<file path="config.mk">
export PLATFORM = sky130hd
export DESIGN_NAME = piso_serializer
export DESIGN_NICKNAME = d
export VERILOG_FILES = /design/src/rtl/piso_serializer.sv
export SDC_FILE = /design/constraint.sdc
export NUM_CORES = 1
export LEC_CHECK = 0
export ABC_AREA = 1
export CORE_UTILIZATION = 57
export DETAILED_ROUTE_END_ITERATION = 7
export HOLD_SLACK_MARGIN = 0.08
export PLACE_DENSITY = 0.87
export SLEW_MARGIN = 20
export SYNTH_ARGS = -nofsm -noshare
export SYNTH_HDL_FRONTEND = slang
export SYNTH_SLANG_ARGS = --single-unit
export TNS_END_PERCENT = 5
</file>
<file path="constraint.sdc">
create_clock -name clk -period 2.1 [get_ports clk]
set_input_delay 0.42 -clock clk [delete_from_list [all_inputs] [get_ports clk]]
set_output_delay 0.42 -clock clk [all_outputs]
set_load 0.005 [all_outputs]
</file>
<file path="src/rtl/piso_serializer.sv">
// Parallel-in/serial-out stage with a one-word holding register, so a new word
// can be taken while the current one shifts and the output bit stream stays gapless.
module piso_serializer #(
    parameter int WIDTH     = 8,
    parameter int MSB_FIRST = 1
) (
    input  logic             clk,
    input  logic             reset,
    input  logic [WIDTH-1:0] din,
    input  logic             din_valid,
    output logic             din_ready,
    output logic             out,
    output logic             out_valid,
    output logic             busy
);

    localparam int CW = (WIDTH > 1) ? $clog2(WIDTH) : 1;
    localparam logic [CW-1:0] LAST_CNT = CW'(WIDTH - 1);

    typedef enum logic {
        ST_IDLE  = 1'b0,
        ST_SHIFT = 1'b1
    } state_t;

    state_t           r_state;
    logic [WIDTH-1:0] r_shift;
    logic [WIDTH-1:0] r_hold;
    logic [CW-1:0]    r_cnt;
    logic             r_hold_full;

    logic             w_accept;
    logic             w_last;
    logic             w_head;
    logic [WIDTH-1:0] w_shifted;

    // Ready comes only from the hold flag, so there is no path from din_valid to din_ready.
    assign din_ready = ~r_hold_full;
    assign w_accept  = din_valid & ~r_hold_full;
    assign w_last    = (r_cnt == LAST_CNT);
    assign w_head    = (MSB_FIRST != 0) ? r_shift[WIDTH-1] : r_shift[0];
    assign w_shifted = (MSB_FIRST != 0) ? {r_shift[WIDTH-2:0], 1'b0}
                                        : {1'b0, r_shift[WIDTH-1:1]};

    assign out_valid = (r_state == ST_SHIFT);
    assign out       = (r_state == ST_SHIFT) & w_head;
    assign busy      = (r_state == ST_SHIFT) | r_hold_full;

    // Serializer state machine: load, shift, hand over from hold or bypass on the last bit.
    always_ff @(posedge clk or negedge reset) begin
        if (!reset) begin
            r_state     <= ST_IDLE;
            r_shift     <= '0;
            r_hold      <= '0;
            r_cnt       <= '0;
            r_hold_full <= 1'b0;
        end else begin
            case (r_state)
                ST_IDLE: begin
                    if (w_accept) begin
                        r_shift <= din;
                        r_cnt   <= '0;
                        r_state <= ST_SHIFT;
                    end else begin
                        r_cnt   <= '0;
                    end
                end
                ST_SHIFT: begin
                    if (!w_last) begin
                        r_shift <= w_shifted;
                        r_cnt   <= r_cnt + CW'(1);
                        if (w_accept) begin
                            r_hold      <= din;
                            r_hold_full <= 1'b1;
                        end else begin
                            r_hold_full <= r_hold_full;
                        end
                    end else if (r_hold_full) begin
                        r_shift <= r_hold;
                        r_cnt   <= '0;
                        if (w_accept) begin
                            r_hold <= din;
                        end else begin
                            r_hold_full <= 1'b0;
                        end
                    end else if (w_accept) begin
                        // Word arriving on the last-bit edge skips the holding register.
                        r_shift <= din;
                        r_cnt   <= '0;
                    end else begin
                        r_cnt   <= '0;
                        r_state <= ST_IDLE;
                    end
                end
                default: begin
                    r_state <= ST_IDLE;
                end
            endcase
        end
    end

endmodule

</file>
==> results of run 1 <==
## cells in the mapped netlist, types with 2 or more instances
master,n
sky130_fd_sc_hd__nand3_1,19
sky130_fd_sc_hd__nor2_2,2
sky130_fd_sc_hd__inv_2,2
sky130_fd_sc_hd__nand2_2,2
sky130_fd_sc_hd__o21ai_0,6
sky130_fd_sc_hd__inv_1,15
sky130_fd_sc_hd__ha_1,3
sky130_fd_sc_hd__dfrtp_1,21
sky130_fd_sc_hd__nor2_1,16
sky130_fd_sc_hd__nor2_4,2
sky130_fd_sc_hd__nand2_1,44
sky130_fd_sc_hd__buf_6,5
## power groups by stage
stage,Combinational (uW),Sequential [uW],Clock (uW)
floorplan,598,671,0
global placement,715,702,0
detailed placement,742,711,0
CTS,746,701,201
global route,869,722,217
finish,744,702,199
## through the flow
step                      setup slack, ns  cell area (um2)  hold WS (ns)  cells  utilization
after floorplan                     0.681             1110         0.124    142            -
after global placement              0.453             1260         0.439    180        0.707
after detailed placement            0.417             1260         0.458    180        0.707
after CTS                           0.105             1290         0.456    184        0.722
after global routing              0.00640             1290         0.460    184        0.722
final                               0.101             1290         0.444    184        0.722
## routing by layer
layer	vias up	track usage	wire (um)
met1	433	0.353	1030
met3	2	0.0431	102
li1	471	-	-
met2	24	0.335	981
met5	-	0	0
met4	0	0.0412	4
## layout make-up
cell class | instances | share of cell area
flip-flops and latches | 21 | 0.408
multi-input cells | 98 | 0.360
repair buffers | 18 | 0.132
inverters | 18 | 0.0544
well taps | 25 | 0.0243
clock buffers | 3 | 0.0175
clock inverters | 1 | 0.00389
## registers in the layout, indices dropped and copies added (netlist names)
register     count
r_hold           8
r_shift          8
r_cnt            3
out_valid        1
r_hold_full      1
## cells by family (layout without fill, tap and decap cells)
logic type	count (synthesis)	in the layout	synth area share
AND/OR/NAND/NOR	88	88	0.350
AO/OA/AOI/OAI	7	7	0.0314
buffers and inverters	23	40	0.113
flip-flops	21	21	0.471
adder cells (fa/ha/maj)	3	3	0.0337
## final timing paths
| path | depth (start not counted) | slack, ns | endpoint | startpoint |
|---|---|---|---|---|
| min in group clk | 1 | 0.49 | r_cnt[0] | r_cnt[0] |
| setup / recovery | 3 | 0.10 | busy | r_hold_full |
| hold reg to reg | 1 | 0.49 | r_cnt[0] | r_cnt[0] |
| setup reg to reg | 7 | 0.41 | r_shift[5] | r_cnt[0] |
| max in group asynchronous | 2 | 1.44 | r_shift[5] | reset |
| hold / removal | 2 | 0.44 | r_hold[7] | reset |
## worst max-delay path, delay by kind of cell, from the launching register on
family	cells	cell delay (ns)
buffers and inverters	2	0.66
DFF	1	0.52
and+or+nand+nor	1	0.10
==> results_tabular.tex, run 1 <==
\begin{tabular}{lr}
\hline
Metric & Value \\
\hline
\multicolumn{2}{l}{\textbf{Outcome}} \\
\quad Run status & finished clean \\
\multicolumn{2}{l}{\textbf{Synth}} \\
\quad Largest cells by area after synthesis & sky130\_fd\_sc\_hd\_\_dfrtp\_1, sky130\_fd\_sc\_hd\_\_nand2\_1, sky130\_fd\_sc\_hd\_\_nand3\_1 \\
\quad Area share of the largest cell type after synthesis & 0.471 \\
\quad Syn. warnings & 0 \\
\quad Post-synthesis instance area & around 1100 um2 \\
\quad Cell type with the highest aggregate area in the netlist & sky130\_fd\_sc\_hd\_\_dfrtp\_1 \\
\quad Mapped Nets & between 150 and 200 \\
\quad Syn Area/Cell & $\sim$7.9 um2 \\
\quad Post-synthesis cell count & $\sim$140 \\
\quad Share of async-settable or async-resettable flops after synthesis & 1.00 \\
\quad Count of unique library cells instantiated by Yosys & 17 \\
\quad Number of synthesized flops with an enable pin & 0 \\
\quad Seq/Total Area, Yosys & 0.471 \\
\quad Most common flop cell mapped by yosys & sky130\_fd\_sc\_hd\_\_dfrtp\_1 \\
\quad Yosys reg bits & 21 \\
\multicolumn{2}{l}{\textbf{Floorplan}} \\
\quad Placement row count & 15 \\
\quad Die boundary height & about 46 um \\
\quad Number of top-level pins & 15 \\
\quad Die area & roughly 2100 um2 \\
\quad Core Area & about 1800 um2 \\
\quad Die span in x & between 40 and 50 um \\
\quad Initial core utilization & 0.625 \\
\multicolumn{2}{l}{\textbf{CTS}} \\
\quad Number of buffers inserted to repair setup after CTS & 0 \\
\quad Cell chosen for the clock root & sky130\_fd\_sc\_hd\_\_clkbuf\_4 \\
\quad Clk sink count & 21 \\
\quad Total of hold buffers inserted after clock tree synthesis & 0 \\
\quad Post-CTS resize count & 0 \\
\quad Clock network latency to the later pin of the worst-skew pair & $\sim$0.30 ns \\
\quad Total clock buffers created by CTS & 3 \\
\quad CTS clk-pin slew, worst paths & roughly 0.13 ns \\
\quad TritonCTS clock tree & yes \\
\quad Maximum buffer depth of the clock tree & 2 \\
\quad H-Tree Level Count & 1 \\
\multicolumn{2}{l}{\textbf{Route}} \\
\quad DRC errors left & 0 \\
\quad Antenna-violating nets left & 0 \\
\quad Aggregate routed wire length & around 2.1 mm \\
\quad Number of vias per cell after detailed routing & around 5.1 \\
\quad Average wire per cell in the routed design & approximately 12 um \\
\quad Initial DRC Count & 43 \\
\quad First drt pass iteration count & 4 \\
\quad Via total after detailed routing & 930 \\
\multicolumn{2}{l}{\textbf{STA}} \\
\quad Crit path time final & around 2 ns \\
\quad Relative slew slack & 0.755 \\
\quad RSZ-0062 raised after global routing & false \\
\quad Worst Tran Pin Value & around 0.37 ns \\
\quad Hold violation total from the final report & 0 \\
\quad Fraction of the cycle the final worst path needs & 0.952 \\
\quad Maximum clock frequency & roughly 500 MHz \\
\quad Max-slew violation count & 0 \\
\quad Final TNS setup & 0 ns \\
\quad Post-route clock skew & approximately 0.007 ns \\
\quad Final Setup Violations & 0 \\
\multicolumn{2}{l}{\textbf{Power and ir drop}} \\
\quad Power per unit of standard cell area & between 1000 and 1500 nW/um2 \\
\quad Combinational power share & 0.452 \\
\quad Switching share of power & 0.410 \\
\quad Int Pwr & between 900 and 1000 uW \\
\quad P\_sw & just under 700 uW \\
\quad VDD IR-drop max & between 0.7 and 0.8 mV \\
\quad Total design power & about 1600 uW \\
\quad Pleak & $\sim$0.0007 uW \\
\quad Flop pwr share & 0.427 \\
\quad Clock Power Share & 0.121 \\
\multicolumn{2}{l}{\textbf{Layout}} \\
\quad Most used cells in the layout excluding fill and tap cells & sky130\_fd\_sc\_hd\_\_nand2\_1, sky130\_fd\_sc\_hd\_\_dfrtp\_1, sky130\_fd\_sc\_hd\_\_nand3\_1 \\
\quad Nets@finish & approximately 170 \\
\quad Antenna diodes & 0 \\
\quad Area Growth Syn to Fin & 15.5\% \\
\quad Fillcell total & 145 \\
\quad Area taken by flip-flops and latches & between 500 and 600 um2 \\
\quad Layout cell share with drive strength beyond 1 & 0.113 \\
\quad Commonest non-fill, non-tap cell in the layout & sky130\_fd\_sc\_hd\_\_nand2\_1 \\
\quad Area of the multi-input gates & $\sim$460 um2 \\
\multicolumn{2}{l}{\textbf{Placed design}} \\
\quad Detailed placement HPWL & 1.50 mm \\
\quad Number of port buffers & 14 \\
\quad Routability-driven placement congestion ratio & 0.925 \\
\multicolumn{2}{l}{\textbf{Global routing}} \\
\quad First-pass GRT wire length & around 3.5 mm \\
\quad Tot GR Track Use & 0.229 \\
\quad Largest net degree at the start of global routing & 22 \\
\quad Number of global-route vias before repair & 800 \\
\quad Number of antenna violations at the first check in global routing & 0 \\
\quad Global route total overflow & 0 \\
\multicolumn{2}{l}{\textbf{Critical path}} \\
\quad Critical path start-end classification & reg -> out \\
\quad Data arrival time of the critical path & around 1.6 ns \\
\quad Cell at the slowest stage of the critical path & sky130\_fd\_sc\_hd\_\_dfrtp\_1 \\
\quad Setup crit start kind & register \\
\quad Crit path largest cell delay & around 0.52 ns \\
\quad Setup crit end kind & output pin \\
\quad Worst path required time & 1.68 ns \\
\quad Worst-path fanout max & 11 \\
\quad Worst-path cell chain & inv\_2 -> nand2\_1 -> clkdlybuf4s50\_1 \\
\multicolumn{2}{l}{\textbf{Run}} \\
\quad Max-Cap Viols & 0 \\
\multicolumn{2}{l}{\textbf{Hold path}} \\
\quad Type of the most critical hold path & in -> async \\
\hline
\end{tabular}
Power figures use the tool's default switching activity.
==> inputs of run 2 (changes only) <==
--- a/config.mk
+++ b/config.mk
@@ -6,10 +6,10 @@
 export NUM_CORES = 1
 export LEC_CHECK = 0
 export ABC_AREA = 1
-export CORE_UTILIZATION = 57
+export CORE_UTILIZATION = 39
 export DETAILED_ROUTE_END_ITERATION = 7
 export HOLD_SLACK_MARGIN = 0.08
-export PLACE_DENSITY = 0.87
+export PLACE_DENSITY = 0.65
 export SLEW_MARGIN = 20
 export SYNTH_ARGS = -nofsm -noshare
 export SYNTH_HDL_FRONTEND = slang
==> run 2 against run 1 <==
Flip-flop and latch count did not move. Non-clock buffer count did not move. Critical path depth fell by 1. Power barely moved.
==> results_tabular.tex, run 2 (synthesis gave the netlist of run 1 again) <==
\begin{tabular}{lr}
\hline
Metric & Value \\
\hline
\multicolumn{2}{l}{\textbf{STA}} \\
\quad Maximum clock frequency & 503 MHz (+0.53\%) \\
\quad Max-slew violation count & 0 (unchanged) \\
\quad Post-route clock skew & 0.00653 ns (-0.000451 ns) \\
\quad Final TNS setup & 0 ns (unchanged) \\
\quad Crit path time final & 1.99 ns (-0.0105 ns) \\
\quad Smallest setup slack after layout & 0.112 ns (+0.0105 ns) \\
\quad Hold violation total from the final report & 0 (unchanged) \\
\quad Final Setup Violations & 0 (unchanged) \\
\quad RSZ-0062 raised after global routing & false \\
\quad Relative slew slack & 0.750 (-0.00511) \\
\quad Fraction of the cycle the final worst path needs & 0.947 (-0.00501) \\
\quad Worst Tran Pin Value & 0.375 ns (+0.00766 ns) \\
\multicolumn{2}{l}{\textbf{Layout}} \\
\quad Layout cell share with drive strength beyond 1 & 0.113 (unchanged) \\
\quad Largest registers in the final layout & r\_hold x8, r\_shift x8, r\_cnt x3 \\
\quad Area Growth Syn to Fin & 16.2\% \\
\quad Most used cells in the layout excluding fill and tap cells & sky130\_fd\_sc\_hd\_\_nand2\_1, sky130\_fd\_sc\_hd\_\_dfrtp\_1, sky130\_fd\_sc\_hd\_\_nand3\_1 \\
\quad Fillcell total & 286 (+97\%) \\
\quad Nets@finish & 174 (unchanged) \\
\quad Commonest non-fill, non-tap cell in the layout & sky130\_fd\_sc\_hd\_\_nand2\_1 \\
\quad Antenna diodes & 0 (unchanged) \\
\multicolumn{2}{l}{\textbf{Floorplan}} \\
\quad Number of top-level pins & 15 (unchanged) \\
\quad Placement row count & 19 (+4) \\
\quad Core Area & 2730 um2 (+53\%) \\
\quad Die boundary height & 55.5 um (+20\%) \\
\quad Die area & 3080 um2 (+44\%) \\
\quad Die span in x & 55.5 um (+20\%) \\
\quad Initial core utilization & 0.408 (-0.217) \\
\multicolumn{2}{l}{\textbf{Power and ir drop}} \\
\quad Pleak & 0.000679 uW (-0.50\%) \\
\quad VDD IR-drop max & 0.743 mV (-3.9\%) \\
\quad Power per unit of standard cell area & 1270 nW/um2 (-0.57\%) \\
\multicolumn{2}{l}{\textbf{Critical path}} \\
\quad Length in cells of the worst reg-to-reg path & 7 (unchanged) \\
\quad Data arrival time of the critical path & 1.57 ns (about the same) \\
\quad Launching point of the worst reg2reg path & r\_cnt[0] \\
\quad Worst path required time & 1.68 ns (about the same) \\
\quad Cell at the slowest stage of the critical path & sky130\_fd\_sc\_hd\_\_clkdlybuf4s50\_1 \\
\quad Setup crit end kind & output pin \\
\quad Number of buffers and inverters on the critical path & 2 (unchanged) \\
\quad R2r endpoint & r\_shift[4] \\
\quad Stages on the worst setup path & 2 (-1) \\
\quad Minimum setup slack among reg-to-reg paths & 0.42 ns (about the same) \\
\quad Setup crit start kind & register \\
\quad Critical path start-end classification & reg -> out \\
\quad Worst-path cell chain & inv\_2 -> clkdlybuf4s50\_1 \\
\quad Worst-path fanout max & 11 (unchanged) \\
\quad Cell family with the largest share of critical-path delay & buffers and inverters \\
\quad Crit path largest cell delay & 0.55 ns (+0.03 ns) \\
\multicolumn{2}{l}{\textbf{CTS}} \\
\quad Total clock buffers created by CTS & 3 (unchanged) \\
\quad Clk sink count & 21 (unchanged) \\
\quad H-Tree Level Count & 1 (unchanged) \\
\quad CTS clk-pin slew, worst paths & 0.12 ns (about the same) \\
\quad Number of buffers inserted to repair setup after CTS & 0 (unchanged) \\
\quad Cell chosen for the clock root & sky130\_fd\_sc\_hd\_\_clkbuf\_4 \\
\quad TritonCTS clock tree & yes \\
\quad Maximum buffer depth of the clock tree & 2 (unchanged) \\
\quad Clock network latency to the later pin of the worst-skew pair & 0.31 ns (about the same) \\
\multicolumn{2}{l}{\textbf{Route}} \\
\quad First drt pass iteration count & 4 (unchanged) \\
\quad Number of vias per cell after detailed routing & 4.93 (-2.5\%) \\
\quad Top routing layer in use & met4 \\
\quad Met3 wire len & 103 um (+0.98\%) \\
\quad Antenna-violating nets left & 0 (unchanged) \\
\quad Aggregate routed wire length & 2.23 mm (+5.0\%) \\
\quad Via total after detailed routing & 936 (+0.65\%) \\
\quad DRC errors left & 0 (unchanged) \\
\quad Routed length on met1 & 1.08 mm (+4.7\%) \\
\quad Initial DRC Count & 23 (-47\%) \\
\quad Total met2 wirelength after detailed routing & 1.03 mm (+4.7\%) \\
\quad Average wire per cell in the routed design & 11.7 um (+1.7\%) \\
\multicolumn{2}{l}{\textbf{Global routing}} \\
\quad Tot GR Track Use & 0.165 (-0.0644) \\
\quad First-pass GRT wire length & 4.03 mm (+14\%) \\
\quad Number of global-route vias before repair & 850 (+6.3\%) \\
\quad Global route total overflow & 0 (unchanged) \\
\quad Number of antenna violations at the first check in global routing & 0 (unchanged) \\
\quad Largest net degree at the start of global routing & 22 (unchanged) \\
\multicolumn{2}{l}{\textbf{Hold path}} \\
\quad Type of the most critical hold path & in -> async \\
\multicolumn{2}{l}{\textbf{Placed design}} \\
\quad Detailed placement HPWL & 1.63 mm (+8.8\%) \\
\quad Routability-driven placement congestion ratio & 0.795 (-14\%) \\
\quad Setup WS pre-CTS & 0.385 ns (-0.0318 ns) \\
\quad Number of port buffers & 14 (unchanged) \\
\multicolumn{2}{l}{\textbf{Run}} \\
\quad Max-Cap Viols & 0 (unchanged) \\
\multicolumn{2}{l}{\textbf{Outcome}} \\
\quad Run status & finished clean \\
\hline
\end{tabular}
run 2: layout make-up:
class                      instances  area (um2)  share of cell area
timing repair buffer              18         170               0.131
inverter                          18        70.1              0.0541
tap                               31        38.8              0.0300
multi-input combinational         98         463               0.357
sequential                        21         527               0.407
clock buffer                       4        26.3              0.0203
run 2: timing repair:
action	4_1_cts	5_1_grt
hold buffers	0	0
resized for setup	0	1
endpoints found under the setup margin	0	1
run 2: worst max path at each step:
stage                 from          to
5_1_grt          out_valid         out
3_3_place_gp   r_hold_full        busy
2_1_floorplan     r_cnt[0]  r_shift[4]
4_1_cts        r_hold_full        busy
3_5_place_dp   r_hold_full        busy
6_report       r_hold_full   din_ready
run 2: power breakdown:
| group | leakage [uW] | internal [uW] | total (uW) | switching, uW |
|---|---|---|---|---|
| logic | 0.000411 | 310 | 742 | 432 |
| clock network | 0.0000150 | 74.1 | 199 | 125 |
| registers | 0.000253 | 593 | 705 | 112 |
| total | 0.000679 | 977 | 1650 | 668 |
run 2: metrics by stage:
step           cell area (um2)  power, uW  hold slack (ns)  cells  utilization
2_1_floorplan             1110       1270            0.124    142            -
3_3_place_gp              1270       1430            0.429    186        0.464
3_5_place_dp              1270       1460            0.450    186        0.464
4_1_cts                   1290       1660            0.451    190        0.473
5_1_grt                   1290       1810            0.466    190        0.474
6_report                  1290       1650            0.433    190        0.474
run 2: metal layers:
layer | global-route usage | up-vias
li1 | - | 472
met1 | 0.232 | 440
met2 | 0.258 | 22
met3 | 0.0492 | 2
met4 | 0.0214 | 0
met5 | 0 | -
==> patch: new RTL, config.mk and constraints of run 2 <==
The parameter `WIDTH` goes from 8 to 16.
--- a/src/rtl/piso_serializer.sv
+++ b/src/rtl/piso_serializer.sv
@@ -1,7 +1,7 @@
 // Parallel-in/serial-out stage with a one-word holding register, so a new word
 // can be taken while the current one shifts and the output bit stream stays gapless.
 module piso_serializer #(
-    parameter int WIDTH     = 8,
+    parameter int WIDTH     = 16,
     parameter int MSB_FIRST = 1
 ) (
     input  logic             clk,
Ports: changed (resized din); port bits go from 15 to 23. No check against the original RTL was run, so the function may have changed too.
==> patch against run 2 <==
  * Sequential cell count grew 17
  * Synthesized area rose by 83%
  * Total power grew 110%
  * Worst hold slack worse by 0.26 ns
  * Routed wire length is 120% higher
  * Cell area is 91% higher
  * Setup slack gained 0.027 ns
  * Non-clock buffer count is 14 higher
  * Critical path type unchanged
  * Critical endpoint unchanged
  * Largest cell class unchanged
  * Largest power group unchanged
==> patch: results (changes against run 2) <==
outcome=finished, final reports clean; # H-tree levels=2 (+1); CTS Root Cell=clkbuf_8; nets@finish=318 (+83%); Distinct cells, synth=22 (+5); Slew @ Worst Pin=0.4904 ns (+0.1151 ns); syn_nets=294 (+88%); top flop regs=r_hold: 16 flops, r_shift: 16 flops, r_cnt: 4 flops; DR iter-0 viols=136 (+490%); Sw Pwr=1.323 mW (+98%); vias in the first global route=1,749 (+110%); FILL cells=483 (+69%); Avg WL per Cell=13.39 um (+14%); Via density=4.904 (-0.45%); Port Buf Inserts=22 (+8); Synth Area in Adders=0.6120% (-2.8 points); clk_skew=0.006148 ns (-0.0003843 ns); placed cells=358 (+92%); commonest cells in the synthesized netlist=88 x nand2_1, 50 x nand3_1, 38 x dfrtp_1; ratio of cells with drive above 1 in the final layout=9.699% (-1.6 points); Post-Place Cell Area=2335 um2 (+84%); CTS Buf Count=5 (+2); Worst VDD drop=0.5800 mV (-22%); r2r setup slk=0.48 ns (+0.06 ns); tightest hold margin=0.1717 ns (-0.2611 ns); Comb power frac=41.2% (-3.9 points); Crit path largest cell delay=0.57 ns (+0.02 ns)
-- patch: cell types whose count changed in the layout (fill, tap and decap cells not counted), sizes merged, moves of 3 or more --
cell / before / now
nand2: 47 / 92
nand3: 19 / 51
dfrtp: 21 / 38
nor2: 20 / 36
nand3b: 0 / 15
buf: 4 / 11
clkdlybuf4s50: 14 / 21
o21ai: 7 / 1
inv: 18 / 21
-- patch: layout make-up --
type | instances | area (um2) | area share [%]
multi-input combinational | 200 | 930.9 | 37.58
inverter | 21 | 78.83 | 3.182
sequential | 38 | 950.9 | 38.38
clock inverter | 2 | 60.06 | 2.424
tap | 67 | 83.83 | 3.384
timing repair buffer | 32 | 290.3 | 11.72
clock buffer | 6 | 82.58 | 3.333
-- patch: routing by layer --
| metal | global-route usage, % | vias up | wire length, um |
|---|---|---|---|
| li1 | - | 911 | - |
| met1 | 28.04 | 831 | 2393 |
| met2 | 33.03 | 46 | 2217 |
| met3 | 4.336 | 7 | 231 |
| met4 | 7.338 | 0 | 60 |
| met5 | 0 | - | 0 |
-- patch: cells by family after synthesis --
| group | after synthesis |
|---|---|
| simple gates | 196 |
| flops | 38 |
| buf+inv | 36 |
| compound gates | 3 |
| fa+ha+maj | 1 |
-- patch: final timing paths --
check | from | end | depth (start not counted)
setup / recovery | r_hold_full | din_ready | 2
hold / removal | reset | r_hold[0] | 2
setup reg to reg | r_cnt[0] | r_shift[2] | 6
hold reg to reg | r_cnt[0] | r_cnt[0] | 1
max in group asynchronous | reset | r_hold[10] | 2
min in group clk | r_cnt[0] | r_cnt[0] | 1
-- patch: worst register-to-register path, delay by kind of cell (launching register included) --
kind,cells,cell delay [ns]
flops,1,0.37
fa+ha+maj,1,0.26
simple gates,5,0.89
